### src/rtl/cpu_trap_ctrl.sv
//==============================================================================
// Module   : cpu_trap_ctrl
// Brief    : Machine-mode trap sequencer and CSR-port arbiter. Owns the CSR
//            file read/write ports, shares them with the pipeline's CSR
//            instruction port (csri) while idle, and takes them over to save
//            mepc (and optionally mcause) on a trap, then redirects fetch to
//            mtvec. Also handles mret by redirecting to mepc.
// Config   : `define CPU_TRAP_MCAUSE_EN to add the SAVE_CAUSE state that writes
//            the captured trap cause to mcause before redirecting. When it is
//            undefined, trap_cause is ignored and the trap redirect comes one
//            cycle earlier.
// Revision : 1.0 - initial release
//==============================================================================
`default_nettype none

module cpu_trap_ctrl (
    input  logic        clk,
    input  logic        rst,

    // Trap and return requests from the pipeline
    input  logic        trap_valid,
    input  logic [31:0] trap_pc,
    input  logic [31:0] trap_cause,
    input  logic        mret_valid,

    // Pipeline CSR-instruction port
    input  logic        csri_valid,
    input  logic [11:0] csri_addr,
    input  logic [31:0] csri_wdata,
    input  logic        csri_wen,
    output logic        csri_ready,
    output logic [31:0] csri_rdata,

    // CSR-file ports (combinational read, clocked write inside the CSR file)
    output logic [11:0] csr_raddr,
    input  logic [31:0] csr_rdata,
    output logic [11:0] csr_waddr,
    output logic [31:0] csr_wdata,
    output logic        csr_wenable,

    // Fetch redirect and status
    output logic        redirect_valid,
    output logic [31:0] redirect_pc,
    output logic        busy
);

    // Machine-mode CSR addresses touched by the sequencer
    localparam logic [11:0] c_ADDR_MTVEC  = 12'h305;
    localparam logic [11:0] c_ADDR_MEPC   = 12'h341;
`ifdef CPU_TRAP_MCAUSE_EN
    localparam logic [11:0] c_ADDR_MCAUSE = 12'h342;
`endif

    // Encodings are fixed so both build flavours share the same state values
`ifdef CPU_TRAP_MCAUSE_EN
    typedef enum logic [2:0] {
        IDLE       = 3'd0,
        SAVE_EPC   = 3'd1,
        SAVE_CAUSE = 3'd2,
        REDIRECT   = 3'd3,
        MRET       = 3'd4
    } state_t;
`else
    typedef enum logic [2:0] {
        IDLE       = 3'd0,
        SAVE_EPC   = 3'd1,
        REDIRECT   = 3'd3,
        MRET       = 3'd4
    } state_t;
`endif

    state_t      r_state;
    state_t      w_next_state;
    logic [31:0] r_epc;
    logic        w_trap_accept;

`ifdef CPU_TRAP_MCAUSE_EN
    logic [31:0] r_cause;
`else
    // Cause is not stored in this build; fold it into a sink so it is
    // visibly consumed rather than silently dangling.
    logic        w_unused_cause;
    assign w_unused_cause = ^trap_cause;
`endif

    // Requests are only looked at while idle; anything arriving while busy
    // is dropped rather than queued.
    assign w_trap_accept = (r_state == IDLE) && trap_valid;

    // State register and trap context capture
    always_ff @(posedge clk) begin
        if (rst) begin
            r_state <= IDLE;
            r_epc   <= 32'h0;
`ifdef CPU_TRAP_MCAUSE_EN
            r_cause <= 32'h0;
`endif
        end else begin
            r_state <= w_next_state;
            if (w_trap_accept) begin
                r_epc   <= trap_pc;
`ifdef CPU_TRAP_MCAUSE_EN
                r_cause <= trap_cause;
`endif
            end
        end
    end

    // Next-state logic and CSR-port arbitration
    always_comb begin
        w_next_state   = r_state;
        csri_ready     = 1'b0;
        csri_rdata     = 32'h0;
        csr_raddr      = 12'h0;
        csr_waddr      = 12'h0;
        csr_wdata      = 32'h0;
        csr_wenable    = 1'b0;
        redirect_valid = 1'b0;
        redirect_pc    = 32'h0;

        case (r_state)
            IDLE: begin
                // csri only gets the ports when no trap/mret wants them this
                // cycle; the access is a pure pass-through (zero latency).
                csri_ready = ~trap_valid & ~mret_valid;
                if (trap_valid) begin
                    w_next_state = SAVE_EPC;
                end else if (mret_valid) begin
                    w_next_state = MRET;
                end else if (csri_valid) begin
                    csr_raddr   = csri_addr;
                    csri_rdata  = csr_rdata;
                    csr_waddr   = csri_addr;
                    csr_wdata   = csri_wdata;
                    csr_wenable = csri_wen;
                end
            end

            SAVE_EPC: begin
                // Suppressed under reset so an aborted trap leaves mepc alone
                if (!rst) begin
                    csr_waddr   = c_ADDR_MEPC;
                    csr_wdata   = r_epc;
                    csr_wenable = 1'b1;
                end
`ifdef CPU_TRAP_MCAUSE_EN
                w_next_state = SAVE_CAUSE;
`else
                w_next_state = REDIRECT;
`endif
            end

`ifdef CPU_TRAP_MCAUSE_EN
            SAVE_CAUSE: begin
                if (!rst) begin
                    csr_waddr   = c_ADDR_MCAUSE;
                    csr_wdata   = r_cause;
                    csr_wenable = 1'b1;
                end
                w_next_state = REDIRECT;
            end
`endif

            REDIRECT: begin
                // Vectored-mode bits of mtvec are masked off: direct mode only
                csr_raddr = c_ADDR_MTVEC;
                if (!rst) begin
                    redirect_valid = 1'b1;
                    redirect_pc    = {csr_rdata[31:2], 2'b00};
                end
                w_next_state = IDLE;
            end

            MRET: begin
                csr_raddr = c_ADDR_MEPC;
                if (!rst) begin
                    redirect_valid = 1'b1;
                    redirect_pc    = {csr_rdata[31:2], 2'b00};
                end
                w_next_state = IDLE;
            end

            default: begin
                w_next_state = IDLE;
            end
        endcase
    end

    // Busy whenever the sequencer owns the ports
    assign busy = (r_state != IDLE);

endmodule

`default_nettype wire

### config.mk
export PLATFORM = sky130hd
export DESIGN_NAME = cpu_trap_ctrl
export DESIGN_NICKNAME = d
export VERILOG_FILES = /design/src/rtl/cpu_trap_ctrl.sv
export SDC_FILE = /design/constraint.sdc
export NUM_CORES = 1
export LEC_CHECK = 0
export ABC_AREA = 1
export CELL_PAD_IN_SITES_DETAIL_PLACEMENT = 2
export CELL_PAD_IN_SITES_GLOBAL_PLACEMENT = 2
export CORE_MARGIN = 5
export CORE_UTILIZATION = 14
export CTS_CLUSTER_DIAMETER = 50
export DETAILED_ROUTE_END_ITERATION = 8
export PLACE_DENSITY = 0.84
export SYNTH_ARGS = -nofsm -noshare
export SYNTH_HDL_FRONTEND = slang
export SYNTH_SLANG_ARGS = --single-unit
### constraint.sdc
create_clock -name clk -period 2.33 [get_ports clk]
set_input_delay 0.5825 -clock clk [delete_from_list [all_inputs] [get_ports clk]]
set_output_delay 0.5825 -clock clk [all_outputs]
set_load 0.02 [all_outputs]
After elaboration in Yosys (flattened, before gate mapping)
Cells that the tools add are included.
- bits in registers: 35
- input port bits: 146
- output and inout bits: 124
- logic and storage cells: 40
- equal/unequal tests: 4
- mux-type cells: 27
- bitwise operators: 3
- reductions and logical operators: 4
- operators with widths (cell ; number):
    32-bit 2-to-1 mux ; 10
    32-bit case mux with 2 select lines ; 1
    12-bit 2-to-1 mux ; 3
    12-bit case mux with 3 select lines ; 1
    12-bit case mux with 2 select lines ; 1
    10-bit 2-to-1 mux ; 1
    1-bit 2-to-1 mux ; 6
    3-bit 2-to-1 mux ; 2
    3-bit case mux with 2 select lines ; 1
    3-bit by 1-bit == test with 1-bit output (second input constant) ; 1
    3-bit by 2-bit == test with 1-bit output (second input constant) ; 1
    3-bit == test (second input constant) ; 1
    3-bit logical NOT ; 1
    3-bit inequality test (second input constant) ; 1
    3-bit nonzero test ; 1
    1-bit NOT ; 2
    1-bit case mux with 2 select lines ; 1
    2-bit OR reduction ; 1
    1-bit bitwise AND ; 1
    1-bit logical AND ; 1

Depth between registers and ports, before layout
- depth in word-level cells: 4
- depth in mapped cells: 7
- gate-level depth less buffers: 6

Worst setup path after synthesis
No wires, ideal clock.
- path kind: input port to output port
- start point: in trap_valid
- end point: out csr_waddr[1]
- arrival: 1.516 ns
- required time: 1.747 ns
- setup slack: 0.231 ns
- stages on the path: 6
- buffers on the path: 3
- cell sequence: buf_2 -> nor2_1 -> nand3_2 -> buf_4 -> buf_6 -> nor2_1
- cells in the longest elaborated chain, start to end: 2
- ends and longest elaborated chain (item ; RTL line ; text):
    start: declaration ; 21 ; input logic trap_valid,
    12-bit 2-to-1 mux ; 126 ; if (trap_valid) begin
    12-bit case mux with 2 select lines ; 121 ; case (r_state)
    end: declaration ; 37 ; output logic [11:0] csr_waddr,
Every way passes these cells.

Worst setup path in the final report
- start point: in trap_valid
- end point: out csri_ready
- cells in the longest elaborated chain, start to end: 3
- ends and longest elaborated chain (item ; RTL line ; text):
    1-bit NOT ; 125 ; csri_ready = ~trap_valid & ~mret_valid;
    1-bit bitwise AND ; 125 ;
    1-bit 2-to-1 mux ; 121 ;
    end: declaration ; 31 ; output logic csri_ready,
Every way passes these cells.

==> summary.txt <==
Outcome
  – Run status: complete, no violations

Timing
  – Post-Route Skew: 0.004045 ns
  – Final Cycle Share: 0.9765
  – Final hold vios: 0
  – Unrepaired setup endpoints after global routing: false
  – Max-slew violation count: 0
  – Final Setup Violations: 0
  – Max frequency: 0.4395 GHz
  – Min cycle time layout: 2.275 ns

Setup path
  – Crit-path max cell delay: 0.30 ns
  – Worst path most repeated cell: buf_4
  – WS Path Type: in2out
  – Critical path endpoint category: output pin
  – Critical-path cell list: buf_2, buf_4, buf_4, nor3_1, buf_4
  – Crit path DAT: 1.69 ns
  – CP Max Fanout: 21
  – Critical path required time: 1.75 ns
  – Worst setup SP type: input port
  – Critical-path top delay cell: nor3_1

Logic synthesis
  – Synth Register Bits: 35
  – Synthesized area per cell: 5.205 um2
  – Most area-hungry cell type in the Yosys netlist: dfxtp_1
  – Post-synthesis sequential area ratio: 0.2244
  – Top cell type's share of synthesized area: 0.2244
  – Synth Flop Type: dfxtp_1
  – Synth top cells by count: nand2_1, inv_1, nor2_1
  – Cells after synthesis: 600
  – EDFF count, synth: 0
  – Ys async rst share: 0
  – Most numerous cell in the Yosys netlist: nand2_1
  – Post-Syn Area: 3123 um2
  – Syn. warnings: 0
  – Synth area leaders: dfxtp_1, nand2_1, inv_1
  – Post-synth cell types: 23

Drt
  – Highest metal used: met4
  – Met1 wire length: 7799 um
  – Met2 WL post-DR: 9480 um
  – Routed wl met3: 1280 um
  – Post-Route WL: 18,810 um
  – Iter 0 DRT Violations: 140
  – Via/cell ratio: 4.060
  – Routed wire per std cell: 16.80 um
  – DR DRC count: 0
  – DR pass1 iterations: 4
  – Post-DRT Antenna Nets: 0
  – Vias after detailed routing: 4,547

CTS
  – CTS Sinks: 35
  – CTS tree: done
  – CTS clock-pin slew for the worst setup and hold paths: 0.05 ns
  – CTS H-tree lvls: 2
  – Clock Path Buffers: 2
  – CTS Buf Count: 5
  – Clock Latency Late Sink: 0.28 ns
  – Root Driver: clkbuf_16
  – Hold Buf Count CTS: 0

Floorplanning
  – # rows: 54
  – Core footprint: 21,890 um2
  – Initial Utilization: 0.1427
  – Die area: 25,390 um2
  – Chip Height: 159.4 um
  – Chip width: 159.4 um
  – I/O pins: 270

Cells and area
  – Final #Nets: 985
  – Layout cells sized above 1: 0.2452
  – Area Growth Syn to Fin: 84.37%
  – Diode count: 0
  – Post-Route Utilization: 0.2630
  – Finished Cell Area: 5758 um2

Global routing
  – Vias in the first global route: 4,748
  – First-pass GRT wire length: 28,390 um
  – Largest net degree at the start of global routing: 48
  – Grt total ovfl: 0
  – Initial antenna violation count: 0
  – GRT Total Usage: 0.1397

Run
  – MaxCap Viol Count: 0

Placement
  – Dpl hpwl: 15,050 um
  – RePlAce Congestion: 0.7493
  – Placed Instance Area: 5981 um2
  – Buffers added on ports: 235

Pwr
  – Worst vdd ir: 212.6 uV
  – Pleak: 3.132 nW
  – PD cells: 429.0 nW/um2

Worst hold path
  – Hold WC Path Type: reg2reg
==> area by class of cell <==
cell class              count  area (um2)
multi-input cells         375        1704
inverters                 146       554.3
clock buffers               8       156.4
fillers                  2666       16130
repair buffers            276        2291
well taps                 280       350.3
flip-flops and latches     35       701.9
==> worst paths after layout <==
check / to / from / depth (start not counted) / slack [ns]
setup / recovery: csri_ready / trap_valid / 5 / 0.05
hold / removal: r_epc[30] / r_epc[30] / 4 / 0.53
setup reg to reg: r_epc[16] / r_state[2] / 7 / 0.83
hold reg to reg: r_epc[30] / r_epc[30] / 4 / 0.53
==> logic make-up after synthesis <==
kind of cell    Yosys count  synth area share
simple gates            338            0.4724
other cells               1          0.001201
compound gates           35           0.05609
flops                    35            0.2244
buf+inv                 191            0.2460
==> worst max-delay path, delay by kind of cell <==
kind | cells | cell delay [ns]
buffers and inverters | 4 | 0.79
AND/OR/NAND/NOR | 1 | 0.30
==> cells in the final DEF (no fill, tap or decap) <==
cell type | synthesis | final
dfxtp_2 | 0 | 1
o21ai_1 | 18 | 22
inv_2 | 2 | 2
buf_4 | 3 | 39
dlygate4sd2_1 | 0 | 1
clkdlybuf4s50_1 | 0 | 110
nor3_2 | 0 | 2
clkdlybuf4s15_2 | 0 | 8
nor3_1 | 38 | 36
o21ai_2 | 0 | 1
nor2_2 | 20 | 23
nand2_4 | 1 | 1
nand3_4 | 0 | 2
clkbuf_8 | 0 | 2
nor2_4 | 1 | 1
buf_16 | 0 | 1
clkdlybuf4s15_1 | 0 | 3
clkinv_4 | 0 | 1
o21ai_0 | 16 | 11
clkbuf_1 | 16 | 1
clkinv_2 | 1 | 1
dfxtp_1 | 35 | 34
nor2_1 | 91 | 88
a21oi_1 | 1 | 1
clkbuf_2 | 0 | 49
buf_2 | 13 | 54
clkbuf_16 | 0 | 6
nand2_2 | 0 | 2
conb_1 | 1 | 2
nand2_1 | 150 | 148
inv_1 | 142 | 142
nand3_1 | 2 | 1
buf_12 | 0 | 10
nand4_1 | 34 | 34
==> per-stage QoR <==
step / hold slack, ns / worst slack, ns / power, W / cells / setup TNS [ns]
4_1_cts: 0.5395 / 0.000004885 / 0.002532 / 1118 / 0
2_1_floorplan: 0.4869 / 0.2314 / 0.001213 / 601 / 0
3_3_place_gp: 0.5128 / -0.5771 / 0.001785 / 1106 / -43.99
5_1_grt: 0.5684 / 0.005089 / 0.002642 / 1120 / 0
6_report: 0.5340 / 0.05477 / 0.002470 / 1120 / 0
3_5_place_dp: 0.5298 / -0.5885 / 0.001814 / 1106 / -45.82
==> state kept, by name (all words and copies together), names as in the netlist <==
signal and cells:
r_state 3, r_epc 32
==> per-layer routing <==
metal  GRT usage  vias up
met5           0        -
met4     0.02675        0
met3     0.04142       14
met2      0.2606      171
met1      0.1577     2130
li1            -     2232
==> timing repair <==
action | CTS | global route
endpoints found under the setup margin | 120 | 94
gates resized for setup | 349 | 105
setup buffers | 3 | 1
pin swaps | 1 | 1
cloned | 1 | 1
==> where the power goes <==
part | internal (W) | switching, W | total (W)
Combinational | 0.000458 | 0.000617 | 0.00107
Clock | 0.000455 | 0.000257 | 0.000713
Sequential | 0.000664 | 0.0000197 | 0.000683
(Power assumes the default switching activity.)
